File: config.mk
export PLATFORM = sky130hd
export DESIGN_NAME = multicore_memory_arbiter
export DESIGN_NICKNAME = d
export VERILOG_FILES = /design/src/rtl/cpu_types_pkg.sv /design/src/rtl/rr_arbiter.sv /design/src/rtl/multicore_memory_arbiter.sv
export SDC_FILE = /design/constraint.sdc
export NUM_CORES = 1
export LEC_CHECK = 0
export CORE_AREA = 5 5 189 191
export CTS_CLUSTER_DIAMETER = 150
export DETAILED_ROUTE_END_ITERATION = 12
export DIE_AREA = 0 0 194 196
export PLACE_DENSITY = 0.46
export SLEW_MARGIN = 25
export SYNTH_ARGS = -nofsm -noshare
export SYNTH_HDL_FRONTEND = slang
export SYNTH_HIERARCHICAL = 1
export SYNTH_SLANG_ARGS = --single-unit
File: constraint.sdc
create_clock -name CLK -period 2.35 [get_ports CLK]
set_clock_uncertainty 0.05 [all_clocks]
set_input_delay 0.5875 -clock CLK [delete_from_list [all_inputs] [get_ports CLK]]
set_output_delay 0.5875 -clock CLK [all_outputs]
set_load 0.1 [all_outputs]
File: src/rtl/cpu_types_pkg.sv
// Shared types for the multicore memory arbiter: RAM handshake states,
// arbiter FSM states and the latched grant record.
package cpu_types_pkg;

  typedef logic [31:0] word_t;

  typedef enum logic [1:0] {
    FREE,
    BUSY,
    ACCESS,
    ERROR
  } ramstate_t;

  typedef enum logic {
    IDLE,
    REQ
  } arb_state_t;

  // Wide enough for the largest supported core count (8).
  localparam int CORE_IDX_W = 3;
  typedef logic [CORE_IDX_W-1:0] core_idx_t;

  typedef struct packed {
    core_idx_t core;
    logic      is_data;
    logic      is_write;
  } grant_t;

  function automatic core_idx_t next_core(input core_idx_t c, input int n);
    return (int'(c) + 1 >= n) ? '0 : core_idx_t'(int'(c) + 1);
  endfunction

endpackage

File: src/rtl/rr_arbiter.sv
// Combinational round-robin picker: first requester at or after ptr wins.
// The pointer register is owned by the instantiating module.
module rr_arbiter
  import cpu_types_pkg::*;
#(
  parameter int N = 2
) (
  input  logic [N-1:0] req,
  input  core_idx_t    ptr,
  output logic [N-1:0] gnt,
  output core_idx_t    idx
);

  logic found;

  always_comb begin
    gnt   = '0;
    idx   = '0;
    found = 1'b0;
    // Outer loop walks priority order; inner loop keeps every select constant.
    for (int i = 0; i < N; i++) begin
      for (int j = 0; j < N; j++) begin
        if (!found && req[j] && (j == (int'(ptr) + i) % N)) begin
          found  = 1'b1;
          gnt[j] = 1'b1;
          idx    = core_idx_t'(j);
        end
      end
    end
  end

endmodule

File: src/rtl/multicore_memory_arbiter.sv
// Shares one RAM between CPUS cores (I and D port each), round-robin across
// cores, D over I within a core. Optional MEMCTRL_ERR_ABORT_EN adds merr abort.
module multicore_memory_arbiter
  import cpu_types_pkg::*;
#(
  parameter int CPUS      = 2,
  parameter int WORD_W    = 32,
  parameter int ERR_LIMIT = 8
) (
  input  logic                   CLK,
  input  logic                   RST,
  input  logic [CPUS-1:0]        iREN,
  input  logic [CPUS-1:0]        dREN,
  input  logic [CPUS-1:0]        dWEN,
  input  logic [CPUS*WORD_W-1:0] iaddr,
  input  logic [CPUS*WORD_W-1:0] daddr,
  input  logic [CPUS*WORD_W-1:0] dstore,
  output logic [CPUS-1:0]        iwait,
  output logic [CPUS-1:0]        dwait,
  output logic [CPUS*WORD_W-1:0] iload,
  output logic [CPUS*WORD_W-1:0] dload,
  output logic [CPUS-1:0]        ccinv,
  output logic [CPUS*WORD_W-1:0] ccsnoopaddr,
  output logic                   ramREN,
  output logic                   ramWEN,
  output logic [WORD_W-1:0]      ramaddr,
  output logic [WORD_W-1:0]      ramstore,
  input  logic [WORD_W-1:0]      ramload,
  input  ramstate_t              ramstate
`ifdef MEMCTRL_ERR_ABORT_EN
  ,
  output logic [CPUS-1:0]        merr
`endif
);

  if (CPUS < 1 || CPUS > 8 || ERR_LIMIT < 1) begin : g_param_check
    $error("multicore_memory_arbiter: CPUS must be 1..8 and ERR_LIMIT >= 1");
  end

  arb_state_t        state_q, state_d;
  grant_t            grant_q, grant_d;
  core_idx_t         rr_q, rr_d, arb_idx;
  logic [CPUS-1:0]   pending, arb_gnt, core_oh;
  logic              sel_d, sel_w, live;
  logic              g_iren, g_dren, g_dwen;
  logic [WORD_W-1:0] g_iaddr, g_daddr, g_dstore;

  assign pending = iREN | dREN | dWEN;
  assign sel_d   = |(arb_gnt & (dREN | dWEN));
  assign sel_w   = |(arb_gnt & dWEN);
  assign iload   = {CPUS{ramload}};
  assign dload   = {CPUS{ramload}};

  rr_arbiter #(.N(CPUS)) u_rr (
    .req (pending),
    .ptr (rr_q),
    .gnt (arb_gnt),
    .idx (arb_idx)
  );

  // Live request signals of the latched grant; a drop means withdrawal.
  always_comb begin
    core_oh  = '0;
    g_iren   = 1'b0;
    g_dren   = 1'b0;
    g_dwen   = 1'b0;
    g_iaddr  = '0;
    g_daddr  = '0;
    g_dstore = '0;
    for (int c = 0; c < CPUS; c++) begin
      core_oh[c] = (grant_q.core == core_idx_t'(c));
      if (core_oh[c]) begin
        g_iren   = iREN[c];
        g_dren   = dREN[c];
        g_dwen   = dWEN[c];
        g_iaddr  = iaddr[c*WORD_W +: WORD_W];
        g_daddr  = daddr[c*WORD_W +: WORD_W];
        g_dstore = dstore[c*WORD_W +: WORD_W];
      end
    end
  end

  assign live = grant_q.is_write ? g_dwen : (grant_q.is_data ? g_dren : g_iren);

`ifdef MEMCTRL_ERR_ABORT_EN
  localparam int ERR_W = $clog2(ERR_LIMIT + 1);
  logic [ERR_W-1:0] err_cnt;
  logic             err_abort;

  assign err_abort = (ramstate == ERROR) && (err_cnt == ERR_W'(ERR_LIMIT - 1));

  always_ff @(posedge CLK or posedge RST) begin
    if (RST) begin
      err_cnt <= '0;
    end else if (state_q == REQ && state_d == REQ && ramstate == ERROR) begin
      if (err_cnt != ERR_W'(ERR_LIMIT - 1)) err_cnt <= err_cnt + ERR_W'(1);
    end else begin
      err_cnt <= '0;
    end
  end
`endif

  always_comb begin
    state_d     = state_q;
    grant_d     = grant_q;
    rr_d        = rr_q;
    iwait       = '1;
    dwait       = '1;
    ccinv       = '0;
    ccsnoopaddr = '0;
    ramREN      = 1'b0;
    ramWEN      = 1'b0;
    ramaddr     = '0;
    ramstore    = '0;
`ifdef MEMCTRL_ERR_ABORT_EN
    merr        = '0;
`endif
    case (state_q)
      IDLE: begin
        if (|pending) begin
          grant_d = '{core: arb_idx, is_data: sel_d, is_write: sel_w};
          state_d = REQ;
        end
      end
      REQ: begin
        if (!live) begin
          state_d = IDLE;
        end else begin
          ramREN   = !grant_q.is_write;
          ramWEN   = grant_q.is_write;
          ramaddr  = grant_q.is_data ? g_daddr : g_iaddr;
          ramstore = grant_q.is_write ? g_dstore : '0;
          if (ramstate == ACCESS) begin
            if (grant_q.is_data) dwait = ~core_oh;
            else                 iwait = ~core_oh;
            // Every other core drops its copy of the written line.
            if (grant_q.is_write) begin
              ccinv       = ~core_oh;
              ccsnoopaddr = {CPUS{g_daddr}};
            end
            rr_d    = next_core(grant_q.core, CPUS);
            state_d = IDLE;
          end
`ifdef MEMCTRL_ERR_ABORT_EN
          else if (err_abort) begin
            merr    = core_oh;
            rr_d    = next_core(grant_q.core, CPUS);
            state_d = IDLE;
          end
`endif
        end
      end
      default: state_d = IDLE;
    endcase
  end

  always_ff @(posedge CLK or posedge RST) begin
    if (RST) begin
      state_q <= IDLE;
      grant_q <= '0;
      rr_q    <= '0;
    end else begin
      state_q <= state_d;
      grant_q <= grant_d;
      rr_q    <= rr_d;
    end
  end

endmodule

==> impl_metrics.env <==
export IMPL_drc=0
export IMPL_layout_setup_ws_ns=-0.720
export IMPL_syn_inst=458
export IMPL_worstSetupEndpointType="output port"
export IMPL_p_clk_share_pct=4.2
export IMPL_pwr_share_seq_pct=3.4
export IMPL_p_int_mw=2.92
export IMPL_swShare_pct=57.5
export IMPL_violations="setup timing"
export IMPL_synth_area_um2=3320
export IMPL_comb_power_share_pct=92.3
export IMPL_start_util_pct=9.77
export IMPL_routabilityCongestion=0.841
export IMPL_dr_pass1_iters=5
export IMPL_drt_wirelength_per_cell_um=23.4
export IMPL_grt_max_degree=51
export IMPL_min_path_cells=1
export IMPL_seqCellArea_um2=179
export IMPL_hold_violations=0
export IMPL_nNetsFinal=925
export IMPL_finalWirelength_mm=26.8
export IMPL_ant_nets=0
export IMPL_avgViaCountPerCell=3.79
export IMPL_critPathSlowestCell="dfrtp_1"
export IMPL_die_w_um=194
export IMPL_drive_gt1_share_pct=55.6
export IMPL_place_area_um2=8750
export IMPL_clockBufferDepth=2
export IMPL_max_stage_delay_ns=0.39
export IMPL_ys_warn_count=6
export IMPL_dp_hpwl_mm=21.4
export IMPL_tns_ns=-82.08
export IMPL_port_buffers=337
export IMPL_fin_crit_ns=3.07
export IMPL_cts_sinks=7
export IMPL_critPathRequiredTime_ns=1.71
export IMPL_layout_cells_non_filler=1143
export IMPL_syn_area_per_cell_um2=7.24
export IMPL_area_growth_pct=190
export IMPL_htreeDepth=1
export IMPL_io_pins=498
export IMPL_worst_r2r_cell_count=9
export IMPL_pre_cts_ws_ns=-0.720
export IMPL_numCtsBuffers=3
export IMPL_hp_class="reg2reg"
export IMPL_power_switching_mw=3.95
export IMPL_clock_latency_ns=0.23
export IMPL_grt_pass1_vias=4654
export IMPL_power_density_nw_per_um2=716
export IMPL_path_clk_slew_ns=0.04
export IMPL_clockRootBuffer="clkbuf_16"
export IMPL_maxSlewViolCount=0
export IMPL_ir_worst_vdd_uv=330
export IMPL_rows=68
export IMPL_power_mw=6.87
export IMPL_path_cells="buf_6, ha_4, nand3b_1, a221oi_4, a21oi_4, buf_8, buf_4, or3_4, buf_12"
export IMPL_antenna_found_initial=0
export IMPL_cts_tree="yes"
export IMPL_grt_pass1_wl_mm=35.5
export IMPL_coreArea_um2=33900
export IMPL_cp_arrival_ns=2.43
export IMPL_status="complete, but fails checks"
export IMPL_overflow=0
export IMPL_first_iter_violations=161
export IMPL_max_freq_ghz=0.326
export IMPL_slew_headroom_pct=54.5
export IMPL_timing_final_crit_share_pct=131
export IMPL_die_area_um2=38000
export IMPL_multiInputGateArea_um2=2820
export IMPL_track_usage_pct=12.4
export IMPL_worstSetupStartpointType="register"
export IMPL_num_fill_cells=3457
export IMPL_num_vias=4328
export IMPL_drv_cap=0
export IMPL_tightest_slew_ns=0.682
export IMPL_final_area_um2=9600
export IMPL_dp_cells=1111
export IMPL_path_class="reg2out"
export IMPL_die_h_um=196
export IMPL_crit_fanout=6
export IMPL_leakage_nw=3.15
export IMPL_finalSetupViolations=136
export IMPL_rsz0062_at_grt="true"
[critical path, delay by kind of cell, from the launching register on]
family	cells	cell delay [ns]
buf+inv	4	0.59
simple gates	2	0.53
compound gates	2	0.49
flops	1	0.39
fa+ha+maj	1	0.18
[layout make-up]
| type | instances | area share (%) |
|---|---|---|
| clock buffer | 4 | 0.821 |
| antenna | 1 | 0.0261 |
| timing repair buffer | 427 | 61.7 |
| sequential | 7 | 1.86 |
| tap | 455 | 5.93 |
| multi-input combinational | 243 | 29.4 |
| inverter | 6 | 0.313 |
[final timing paths]
| check | startpoint | to | slack, ns |
|---|---|---|---|
| worst max-delay path | grant_q[2] | iwait[1] | -0.72 |
| worst min-delay path | rr_q[0] | rr_q[0] | 0.52 |
| worst max register to register | grant_q[3] | rr_q[0] | 0.11 |
| worst min register to register | rr_q[0] | rr_q[0] | 0.52 |
| max in group asynchronous | RST | grant_q[1] | 1.42 |
| min in group asynchronous | RST | grant_q[1] | 0.56 |
[through the flow]
stage / util [%] / hold WS [ns]
after floorplan: - / 0.341
after global placement: 25.8 / 0.514
after detailed placement: 25.8 / 0.515
after CTS: 26.9 / 0.522
after global routing: 28.3 / 0.533
final: 28.3 / 0.520
[power by group through the flow]
stage	logic, mW	registers, mW	clock network [mW]
6_report	6.35	0.236	0.291
5_1_grt	6.67	0.247	0.309
4_1_cts	5.80	0.235	0.298
3_5_place_dp	5.52	0.234	0
3_3_place_gp	5.53	0.237	0
2_1_floorplan	4.52	0.217	0
[placed cells by master (no fill, tap or decap), types with 2 or more instances in the layout]
cell type	n
buf_8	7
buf_16	5
buf_12	151
a21boi_1	2
nor2_1	2
inv_1	4
nand2_1	3
dlygate4sd2_1	4
a221oi_2	10
a21boi_2	3
a211oi_4	32
clkdlybuf4s50_1	197
mux2_2	2
a221oi_1	22
conb_1	2
buf_6	10
nor2_4	66
o2111ai_4	2
nor2b_4	3
dfrtp_1	6
a22oi_1	46
or3_1	2
a22oi_2	19
clkbuf_16	11
o21ai_0	4
nand3b_1	2
buf_4	45
[flip-flops by register name, indices dropped and copies added (netlist names)]
signal / flops
state_q: 1
grant_q: 5
rr_q: 1
[metal layers]
layer,GRT usage (%),vias to the layer above,share of wire (%)
li1,-,1951,-
met1,13.1,1995,34
met2,24.3,359,55
met3,4.41,23,9.4
met4,1.04,0,0.99
met5,0,-,0
[what timing repair did]
action / in CTS / in global routing
gates cloned: 3 / 9
gates resized for setup: 49 / 34
hold buffers: 0 / 0
pin swaps: 19 / 21
endpoints found under the setup margin: 136 / 136
buffers inserted: 6 / 10
No activity file was read; power rests on OpenSTA's default activity.
==> RTL change, RTL diff (config.mk and constraints unchanged) <==
Add a define of `MEMCTRL_ERR_ABORT_EN`.
--- a/src/rtl/multicore_memory_arbiter.sv
+++ b/src/rtl/multicore_memory_arbiter.sv
@@ -2,2 +2,4 @@
 // cores, D over I within a core. Optional MEMCTRL_ERR_ABORT_EN adds merr abort.
+`define MEMCTRL_ERR_ABORT_EN
+
 module multicore_memory_arbiter
Function (old outputs only; new: merr): same outputs for any inputs over 4 cycles, from zero or initial values and one cycle with RST high; that may be too few to reach the edited logic, so the function may still have changed.
==> RTL change against the original RTL <==
The run still ends with negative setup slack left; sequential cell count up 4; total power fell by 2.6%; combinational power is 4.7% lower; via count increased by 6.4%; routed wire length shrank 2.5%; final area rose by 3.6%; die area stayed put; synthesized area up 6.4%; critical path depth rose by 1; utilization increased by 1.0 points; non-clock buffer count rose by 32; setup slack improved by 0.047 ns; largest cell class unchanged.
==> RTL change: results (changes against the original RTL) <==
* Wire length of the first global-routing pass: 36.7 mm (+3.4%)
- The instance count after placement with tap cells included is 1175 (+5.8%).
* VDD IR-drop max: 0.000291 V (-12%)
- Final routed wire length divided by cell count: 21.7 microns (-7.2%)
* Starting DRC count in detailed routing: 129 (-20%)
* Static Leakage: 3.39 nW (+7.6%)
- The slew at the pin closest to its max-slew limit was 0.620 ns (-0.0617 ns).
- The detailed-route vias per instance is 3.83 (+1.2%).
* Detailed placement HPWL: 21.9 mm (+2.2%)
- The arrival time of data at the critical path endpoint was 2.39 ns (-0.04 ns).
- Count of TritonRoute iterations in the first routing pass: 4 (-1)
- The number of global-route vias before repair is 4851 (+4.2%).
* Violations in the final reports: negative setup slack
- Final setup violation count: 138 (+1.5%)
- The run finished, with violations left.
* Largest fanout on the critical path: 18 (+12)
- I/O Buffers: 339 (+0.59%)
- Share of final-layout standard cells stronger than drive strength 1: 55.2% (-0.38 points)
- The final worst-path setup slack is -0.673 ns (+0.0474 ns).
- Worst slack at placement: -0.820 ns (-0.0999 ns)
- Maximum number of pins on one net before global-route repair: 30 (-41%)
* Total routing resource utilization after global routing: 12.7% (+0.38 points)
* Largest registers: grant_q: 5 flops, err_cnt: 4 flops
- The filler cell count in the final layout was 3519 (+1.8%).
- Number of nets in the final layout: 986 (+6.6%)
- The reported net switching power is 3.68 mW (-6.8%).
- The setup TNS was -74.36 ns (+7.72 ns).
- The mean instance size in the synthesized netlist was 7.30 sq um (+0.87%).
RTL change: what timing repair did:
item / in CTS / in global routing
resized for setup: 50 / 22
pin swaps: 17 / 12
setup buffers: 11 / 6
setup endpoints to repair: 141 / 138
gates cloned: 5 / 1
RTL change: final cells by class:
cell class / instances / area (sq um) / area share (%)
timing repair buffer: 459 / 6070 / 61.1
multi-input combinational: 266 / 2920 / 29.3
tap: 455 / 569 / 5.72
sequential: 11 / 279 / 2.81
clock buffer: 3 / 75.1 / 0.755
inverter: 6 / 30.0 / 0.302
clock inverter: 1 / 5.00 / 0.0503
RTL change: critical path, stage by stage, from the launching register on:
cell and delay (ns):
sky130_fd_sc_hd__dfrtp_1 0.35, sky130_fd_sc_hd__inv_2 0.06, sky130_fd_sc_hd__ha_2 0.22, sky130_fd_sc_hd__nor3b_4 0.20
sky130_fd_sc_hd__buf_6 0.13, sky130_fd_sc_hd__a22oi_2 0.08, sky130_fd_sc_hd__o21bai_2 0.18, sky130_fd_sc_hd__nand2_4 0.14
sky130_fd_sc_hd__buf_12 0.23, sky130_fd_sc_hd__a211oi_4 0.28, sky130_fd_sc_hd__buf_12 0.21
RTL change: per-layer routing:
layer	vias to the layer above	GRT usage, %	routed length [microns]
met5	-	0	0
met4	0	1.51	306
met3	31	4.45	2360
met2	306	23.2	13700
met1	2170	14.8	9740
li1	2097	-	-
RTL change: path summary, 6_finish.rpt:
| path | start | to | slack, ns | depth (start not counted) |
|---|---|---|---|---|
| worst max register to register | grant_q[3]$_DFFE_PP0P_ | rr_q[0]$_DFFE_PP0P_ | 0.19 | 11 |
| worst min register to register | err_cnt[0]$_DFFE_PP0P_ | err_cnt[0]$_DFFE_PP0P_ | 0.44 | 1 |
| max in group asynchronous | RST | grant_q[1]$_DFFE_PP0P_ | 1.28 | 2 |
| worst max-delay path | grant_q[3]$_DFFE_PP0P_ | ramaddr[23] | -0.67 | 10 |
| min in group asynchronous | RST | state_q$_DFF_PP0_ | 0.61 | 2 |
| worst min-delay path | err_cnt[0]$_DFFE_PP0P_ | err_cnt[0]$_DFFE_PP0P_ | 0.44 | 1 |
RTL change: metrics by stage:
stage	area [sq um]	util, %
after global routing	9950	29.3
after detailed placement	9270	27.3
after CTS	9790	28.8
after floorplan	4900	-
after global placement	9270	27.3
final	9950	29.3
RTL change: power by group through the flow:
stage          logic (mW)  clock network [mW]  registers [mW]
3_3_place_gp         5.60                   0           0.315
5_1_grt              6.40               0.336           0.334
2_1_floorplan        4.63                   0           0.294
3_5_place_dp         5.60                   0           0.315
6_report             6.05               0.317           0.323
4_1_cts              5.99               0.326           0.317
